**src/rtl/nn_pkg.sv**
```systemverilog
// nn_pkg: shared neural-layer widths, activation type and a width-generic signed saturation helper.
package nn_pkg;

    localparam int ACT_W = 8;
    localparam int WGT_W = 8;
    localparam int ACC_W = 24;

    typedef logic signed [ACT_W-1:0] act_t;

    // Caller sign-extends into 64 bits and truncates the result back to w bits.
    function automatic logic signed [63:0] sat_signed(input logic signed [63:0] v, input int w);
        logic signed [63:0] hi;
        logic signed [63:0] lo;
        hi = (64'sd1 <<< (w - 1)) - 64'sd1;
        lo = -hi - 64'sd1;
        return (v > hi) ? hi : ((v < lo) ? lo : v);
    endfunction

endpackage

```
**src/rtl/neuron_requant.sv**
```systemverilog
// neuron_requant: combinational arithmetic shift, optional round-half-up and saturation.
// Rounding is enabled by defining NEURON_MAC_ROUND_EN.
module neuron_requant
    import nn_pkg::sat_signed;
#(
    parameter int ACC_W     = 24,
    parameter int SHIFT     = 7,
    parameter int OUT_DAT_W = 8
) (
    input  logic signed [ACC_W-1:0]     sum,
    output logic signed [OUT_DAT_W-1:0] y
);

    logic signed [ACC_W:0] ext;
    logic signed [ACC_W:0] s;

`ifdef NEURON_MAC_ROUND_EN
    // One extra bit keeps the rounding offset from overflowing the accumulator range.
    localparam int HS = (SHIFT > 0) ? SHIFT - 1 : 0;
    localparam logic signed [ACC_W:0] HALF = (ACC_W + 1)'((SHIFT > 0) ? 1 : 0) <<< HS;
    assign ext = (ACC_W + 1)'(sum) + HALF;
`else
    assign ext = (ACC_W + 1)'(sum);
`endif

    assign s = ext >>> SHIFT;
    assign y = OUT_DAT_W'(sat_signed(64'(s), OUT_DAT_W));

endmodule

```
**src/rtl/neuron_mac.sv**
```systemverilog
// neuron_mac: streaming multiply-accumulate neuron with bias, requantisation and saturation.
// Define NEURON_MAC_ROUND_EN to round half up before the requantisation shift.
module neuron_mac #(
    parameter int IN_DAT_W  = 8,
    parameter int W_DAT_W   = 8,
    parameter int BIAS_W    = 16,
    parameter int N_INPUTS  = 16,
    parameter int ACC_W     = 24,
    parameter int SHIFT     = 7,
    parameter int OUT_DAT_W = 8
) (
    input  logic                        clk,
    input  logic                        rst_n,
    input  logic signed [IN_DAT_W-1:0]  in_x,
    input  logic signed [W_DAT_W-1:0]   in_w,
    input  logic                        in_valid,
    input  logic signed [BIAS_W-1:0]    bias,
    input  logic                        sync_clr,
    output logic signed [OUT_DAT_W-1:0] out_y,
    output logic                        out_valid,
    output logic                        busy
);

    localparam int CW = (N_INPUTS > 1) ? $clog2(N_INPUTS) : 1;

    if (N_INPUTS < 1 || ACC_W < IN_DAT_W + W_DAT_W + $clog2(N_INPUTS) + 1 || ACC_W < BIAS_W + 1) begin : g_cfg_check
        $error("neuron_mac: N_INPUTS must be >= 1 and ACC_W wide enough for the product sum and bias");
    end

    logic [CW-1:0]                  cnt;
    logic signed [ACC_W-1:0]        acc;
    logic signed [IN_DAT_W+W_DAT_W-1:0] prod;
    logic signed [ACC_W-1:0]        sum;
    logic signed [OUT_DAT_W-1:0]    req_y;
    logic                           last;

    assign prod = in_x * in_w;
    // Beat 0 starts from the bias, which also covers the single-input neuron.
    assign sum  = ((cnt == '0) ? ACC_W'(bias) : acc) + ACC_W'(prod);
    assign last = (cnt == CW'(N_INPUTS - 1));
    assign busy = (cnt != '0);

    neuron_requant #(
        .ACC_W    (ACC_W),
        .SHIFT    (SHIFT),
        .OUT_DAT_W(OUT_DAT_W)
    ) u_requant (
        .sum(sum),
        .y  (req_y)
    );

    always_ff @(posedge clk or negedge rst_n) begin
        if (!rst_n) begin
            cnt       <= '0;
            acc       <= '0;
            out_y     <= '0;
            out_valid <= 1'b0;
        end else begin
            out_valid <= 1'b0;
            if (sync_clr) begin
                cnt <= '0;
                acc <= '0;
            end else if (in_valid) begin
                acc <= sum;
                cnt <= last ? '0 : cnt + 1'b1;
                if (last) begin
                    out_y     <= req_y;
                    out_valid <= 1'b1;
                end
            end
        end
    end

endmodule
```
**config.mk**
```make
export PLATFORM = sky130hd
export DESIGN_NAME = neuron_mac
export DESIGN_NICKNAME = d
export VERILOG_FILES = /design/src/rtl/nn_pkg.sv /design/src/rtl/neuron_requant.sv /design/src/rtl/neuron_mac.sv
export SDC_FILE = /design/constraint.sdc
export NUM_CORES = 1
export LEC_CHECK = 0
export CAP_MARGIN = 15
export CORE_ASPECT_RATIO = 1.5
export CORE_MARGIN = 4
export CORE_UTILIZATION = 65
export CTS_CLUSTER_DIAMETER = 100
export CTS_CLUSTER_SIZE = 10
export DETAILED_ROUTE_END_ITERATION = 16
export MAX_ROUTING_LAYER = met4
export PLACE_DENSITY = 0.84
export SLEW_MARGIN = 15
export SYNTH_ARGS = -nofsm -noshare
export SYNTH_HDL_FRONTEND = slang
export SYNTH_SLANG_ARGS = --single-unit
export TNS_END_PERCENT = 1
```
**constraint.sdc**
```tcl
create_clock -name clk -period 19.27 [get_ports clk]
set_input_delay 1.927 -clock clk [delete_from_list [all_inputs] [get_ports clk]]
set_output_delay 1.927 -clock clk [all_outputs]
set_load 0.1 [all_outputs]
```
==> flow_summary_export.csv, run 1 <==
group,metric,value,unit
placed_design,post-dp-hpwl,11900,µm
logic_synthesis,netlist_area,5960,µm²
detailed_routing,viasPerCell,5.86,
clocking,cts_sinks,37,
timing,whs,505,ps
cells_and_area,layout.cells.non_filler,749,
cells_and_area,fillCellCount,643,
floorplanning,core,8880,µm²
cells_and_area,multi_input_area,4630,µm²
logic_synthesis,synthesis.nets,793,
setup_path,startpoint_type,"input pin",
clocking,ctsHoldBuffers,0,
grt,grt_pass1_vias,5003,
logic_synthesis,ys_types,56,
logic_synthesis,ys_seq_area_share,15.5,%
detailed_routing,antenna_left,0,
min_path,hold_depth,1,
detailed_routing,drt-pass1-iter-count,5,
floorplanning,rows,42,
logic_synthesis,yosys-top-cells-area,"fa_1, dfrtp_1, ha_1, inv_1, mux2i_1",
detailed_routing,routed_wl,14100,µm
logic_synthesis,ys.flop_type,"dfrtp_1",
clocking,cts_tree,"yes",
timing,fin_skew,3.01,ps
cells_and_area,finalNetCount,834,
cells_and_area,regArea,926,µm²
detailed_routing,vias,4391,
grt,track_usage,29.2,%
logic_synthesis,netlist.area_leader.share,34.9,%
floorplanning,ioPinCount,46,
clocking,post_cts_buffers,0,
run_status,run_status,"complete, no violations",
timing,tightest_slew,1070,ps
logic_synthesis,synthCells,597,
clocking,h-tree-depth,2,
detailed_routing,drt_iter0_drc,164,
placed_design,place_congestion,0.915,
logic_synthesis,syn_avg_cell_area,9.99,µm²
floorplanning,dieArea,10800,µm²
setup_path,cp.arrival,8600,ps
logic_synthesis,synth_edf_count,0,
floorplanning,die_h,125,µm
timing,slew_headroom,28.5,%
cells_and_area,n_antenna_cell,0,
setup_path,setup.worst_path.end_class,"register",
detailed_routing,wl_per_cell,18.8,µm
placed_design,dp.cells,741,
detailed_routing,remaining_drc_errors,0,
timing,fmax,119,MHz
clocking,cts_buffer_depth,2,
placed_design,portBuffers,45,
setup_path,path_class,"input pin to register",
placed_design,placed_area,6500,µm²
cells_and_area,drive_gt1_share,3.76,%
timing,drv_slew,0,
logic_synthesis,ys_warn_count,0,
timing,layout_min_cycle_time,8440,ps
clocking,clk_root_buffer_cell,"clkbuf_16",
timing,setup_tns,0,ps
setup_path,worstPathMaxFanout,16,
timing,hold_violations,0,
cells_and_area,syn_to_final_growth,11.5,%
floorplanning,start_util,67.1,%
grt,grt_max_degree,38,
logic_synthesis,ys_ff_latch,37,
clocking,clock_latency,280,ps
timing,grt_setup_unrepaired,"false",
min_path,hold_path.class,"register to register",
floorplanning,die_w,86.2,µm
grt,antenna_found_initial,0,
setup_path,cp.required,19430,ps
grt,grt_pass1_wl,23800,µm
logic_synthesis,ys_async_sr_fraction,100,%
cells_and_area,post-route-cell-area,6650,µm²
clocking,cts_buffers,5,
flow_run,drv_cap,0,
timing,setup_violations,0,
clocking,clk_pin_slew,60,ps
logic_synthesis,yosysTopAreaCell,"fa_1",
timing,period_share,43.8,%
grt,grt_overflow,0,
clocking,cts-resized-gates,0,
setup_path,reg2reg_depth,21,
==> worst max-delay path, stage by stage <==
cell and delay, ps:
clkdlybuf4s50_1 560, and2_1 260, inv_1 710, fa_1 560, inv_1 80, fa_1 430, fa_1 470, fa_1 520
fa_1 500, ha_1 370, o21ai_1 250, a2111oi_2 90, o21ai_0 320, a31oi_1 190, o21ai_0 180, nand2b_1 80
xnor2_1 360, a41oi_1 370, a221o_1 370
==> registers in the layout (all words and copies together) (netlist names) <==
| signal | flops |
|---|---|
| acc | 24 |
| cnt | 4 |
| out_valid | 1 |
| out_y | 8 |
==> cell families (layout without fill, tap and decap cells) <==
| kind of cell | count (synthesis) | count (layout) | synth area share, % |
|---|---|---|---|
| simple gates | 160 | 160 | 13.2 |
| fa+ha+maj | 160 | 160 | 46.7 |
| flops | 37 | 37 | 15.5 |
| mux | 34 | 34 | 5.71 |
| buf+inv | 106 | 148 | 6.82 |
| compound gates | 77 | 77 | 8.73 |
| xor+xnor | 23 | 23 | 3.38 |
==> stage by stage <==
stage | utilization (%) | worst slack (ps)
6_report | 74.8 | 10830
2_1_floorplan | - | 11800
3_5_place_dp | 73.2 | 10500
4_1_cts | 74.8 | 10780
3_3_place_gp | 73.2 | 10600
5_1_grt | 74.8 | 10390
==> path summary, 6_finish.rpt <==
| path | start | to | slack, ps |
|---|---|---|---|
| max | in_w[0] | out_y[2]$_DFFE_PN0P_ | 10830 |
| min | out_y[7]$_DFFE_PN0P_ | out_y[7]$_DFFE_PN0P_ | 500 |
| max reg2reg | cnt[0]$_DFFE_PN0P_ | out_y[2]$_DFFE_PN0P_ | 12050 |
| min reg2reg | out_y[7]$_DFFE_PN0P_ | out_y[7]$_DFFE_PN0P_ | 500 |
| max in group asynchronous | rst_n | acc[13]$_DFFE_PN0P_ | 17010 |
| min in group asynchronous | rst_n | cnt[0]$_DFFE_PN0P_ | 1740 |
==> area by class of cell <==
cell class | count | share of cell area, %
multi-input cells | 454 | 69.7
well taps | 110 | 2.07
clock buffers | 5 | 1.88
repair buffers | 46 | 6.81
flip-flops and latches | 37 | 13.9
inverters | 94 | 5.31
clock inverters | 3 | 0.320
==> cell usage in the layout, fill, tap and decap left out, types with 2 or more instances in the layout <==
master and n:
o21bai_1 2, xnor2_1 18, ha_1 56, clkdlybuf4s50_1 44
and2_1 36, xor2_1 5, dfrtp_1 37, or4_1 2
a211oi_1 6, o21a_1 3, nor2b_1 3, o21ai_2 2
clkbuf_16 5, a31oi_1 2, inv_1 93, nand2_1 45
nor3_1 5, mux2i_1 34, o211ai_1 2, a221o_1 7
o21ai_1 3, fa_1 104, a21oi_1 26, nand4_1 2
nor2_1 49, nand2b_1 4, o21ai_0 12
==> layer usage <==
metal  part of all wire, %  up-vias  global-route usage (%)
li1                      -     2001                       -
met1                    35     2208                    31.9
met2                    55      124                    51.9
met3                   4.2       58                    3.03
met4                   5.6        0                    14.4
met5                     0        -                       -
==> Yosys cell counts (all sizes together), types with 2 or more instances <==
cell type,count
a211oi,6
a21o,2
a21oi,27
a221o,7
a31oi,2
and2,37
and3,2
buf,3
clkbuf,9
dfrtp,37
fa,104
ha,56
inv,93
mux2i,34
nand2,45
nand2b,4
nand4,3
nor2,49
nor2b,3
nor3,5
o211ai,2
o21a,3
o21ai,17
o21bai,2
o31ai,2
or4,3
xnor2,18
xor2,5
Power of run 1 is not shown: default switching activity piles up to over one toggle a cycle in this logic, so the estimate is an artifact.
==> inputs of run 2 (changes only) <==
CORE_UTILIZATION = 61   (was 65)
PLACE_DENSITY = 0.8   (was 0.84)
clock period = 7.84 ns   (was 19.27 ns; I/O delays follow)
==> run 2 against run 1 <==
Net effect: worst hold slack improved by 3.8 ps; final cell count up 0.80%; worst setup slack worse by 10000 ps; clock-buffer cell count unchanged; clock skew down 0.70 ps; register-to-register slack got worse by 11000 ps; die area rose by 6.0%; utilization down 3.9 points; sequential cell count unchanged; critical path depth increased by 2; global-route usage decreased by 2.4 points; non-clock buffer count up 4; critical endpoint is now out_y[0]$_DFFE_PN0P_.
==> flow_summary_export.csv, run 2 (synthesis gave the netlist of run 1 again) <==
group,metric,value,unit
clocking,cts-resized-gates,0,
timing,worst_slack,625,ps
grt,grt_max_degree,38,
setup_path,setup.worst_path.end_class,"register",
timing,fin_skew,2.31,ps
clocking,clock_latency,280,ps
setup_path,path_buf_inv,3,
timing,slew_headroom,26.1,%
cells_and_area,post-route-cell-area,6680,µm²
setup_path,worst_path_largest_cell_delay,670,ps
cells_and_area,drive_gt1_share,4.35,%
setup_path,path_class,"register to register",
clocking,clk_root_buffer_cell,"clkbuf_16",
setup_path,crit_chain,"inv_1, ha_1, and2_1, inv_1, mux2i_1, fa_1, fa_1, inv_1, fa_1, fa_1, ha_1, ha_1, nand2_1, o21ai_0, nor4_1, a21oi_1, o21ai_1, a21oi_1, mux2i_1, a41oi_1, a221o_1",
timing,grt_setup_unrepaired,"false",
grt,grt_pass1_wl,23100,µm
timing,drv_slew,0,
timing,tightest_slew,1110,ps
detailed_routing,wl_per_cell,18.1,µm
grt,grt_overflow,0,
detailed_routing,routed_wl,13600,µm
cells_and_area,top_regs,"acc x24, out_y x8, cnt x4",
floorplanning,dieArea,11500,µm²
cells_and_area,largest_register_ffs,24,
clocking,h-tree-depth,2,
detailed_routing,drt_iter0_drc,197,
grt,grt_pass1_vias,4930,
clocking,clk_pin_slew,60,ps
setup_path,cp.arrival,7380,ps
detailed_routing,viasPerCell,5.78,
detailed_routing,wl_met3,465,µm
min_path,hold_path.class,"register to register",
placed_design,portBuffers,45,
cells_and_area,regMostFlops,"acc",
timing,layout_min_cycle_time,7210,ps
cells_and_area,regArea,926,µm²
timing,setup_violations,0,
clocking,cts_buffer_depth,2,
floorplanning,start_util,63.3,%
cells_and_area,n_antenna_cell,0,
run_status,run_status,"complete, no violations",
clocking,post_cts_buffers,0,
cells_and_area,mostFrequentLayoutCells,"fa_1, inv_1, ha_1, nor2_1, nand2_1",
floorplanning,ioPinCount,46,
grt,track_usage,26.8,%
timing,hold_violations,0,
floorplanning,die_h,129,µm
setup_path,critical_path.top_delay_family,"adder cells",
clocking,cts_tree,"yes",
cells_and_area,finalNetCount,838,
detailed_routing,dr_wl_met2,7600,µm
setup_path,cp.required,8000,ps
detailed_routing,met1_length,5070,µm
detailed_routing,vias,4362,
setup_path,startpoint_type,"register",
grt,antenna_found_initial,0,
setup_path,crit_top_cell,"fa_1",
detailed_routing,top_signal_layer_used,"met4",
clocking,cts_buffers,5,
floorplanning,core,9420,µm²
timing,setup_tns,0,ps
placed_design,pre_cts_ws,430,ps
flow_run,drv_cap,0,
cells_and_area,multi_input_area,4630,µm²
placed_design,post-dp-hpwl,11600,µm
timing,period_share,92.0,%
clocking,ctsHoldBuffers,0,
cells_and_area,syn_to_final_growth,12.0,%
detailed_routing,drt-pass1-iter-count,4,
floorplanning,rows,43,
detailed_routing,antenna_left,0,
timing,fmax,139,MHz
placed_design,placed_area,6530,µm²
setup_path,worstPathMaxFanout,20,
cells_and_area,fillCellCount,707,
detailed_routing,remaining_drc_errors,0,
cells_and_area,mostFrequentLayoutCell,"fa_1",
placed_design,place_congestion,0.929,
setup_path,crit_path_top_delay_cell,"inv_1",
floorplanning,die_w,88.7,µm
clocking,cts_sinks,37,
[run 2: cell type report]
cell class,count,area share (%)
Clock buffer,5,1.87
Inverter,94,5.28
Clock inverter,3,0.318
Timing Repair Buffer,50,7.23
Multi-Input combinational cell,454,69.3
Tap cell,112,2.10
Sequential cell,37,13.9
[run 2: path summary, 6_finish.rpt]
| path | to | depth (start not counted) | slack, ps | from |
|---|---|---|---|---|
| worst min-delay path | out_y[7]$_DFFE_PN0P_ | 1 | 510 | out_y[7]$_DFFE_PN0P_ |
| min in group asynchronous | cnt[0]$_DFFE_PN0P_ | 1 | 590 | rst_n |
| worst max register to register | out_y[0]$_DFFE_PN0P_ | 21 | 630 | cnt[0]$_DFFE_PN0P_ |
| max in group asynchronous | acc[9]$_DFFE_PN0P_ | 1 | 6750 | rst_n |
| worst min register to register | out_y[7]$_DFFE_PN0P_ | 1 | 510 | out_y[7]$_DFFE_PN0P_ |
| worst max-delay path | out_y[0]$_DFFE_PN0P_ | 21 | 630 | cnt[0]$_DFFE_PN0P_ |
[run 2: through the flow]
step	std cells	util, %	hold slack (ps)
after floorplan	597	-	486
after global placement	747	69.4	478
after detailed placement	747	69.4	500
after CTS	755	70.9	517
after global routing	755	70.9	551
final	755	70.9	508
[run 2: per-layer routing]
| layer | track usage (%) | vias to the layer above |
|---|---|---|
| met5 | - | - |
| met4 | 9.25 | 0 |
| met3 | 2.54 | 39 |
| met2 | 48.3 | 109 |
| met1 | 30.5 | 2198 |
| li1 | - | 2016 |
Power of run 2 is left out for the same reason.
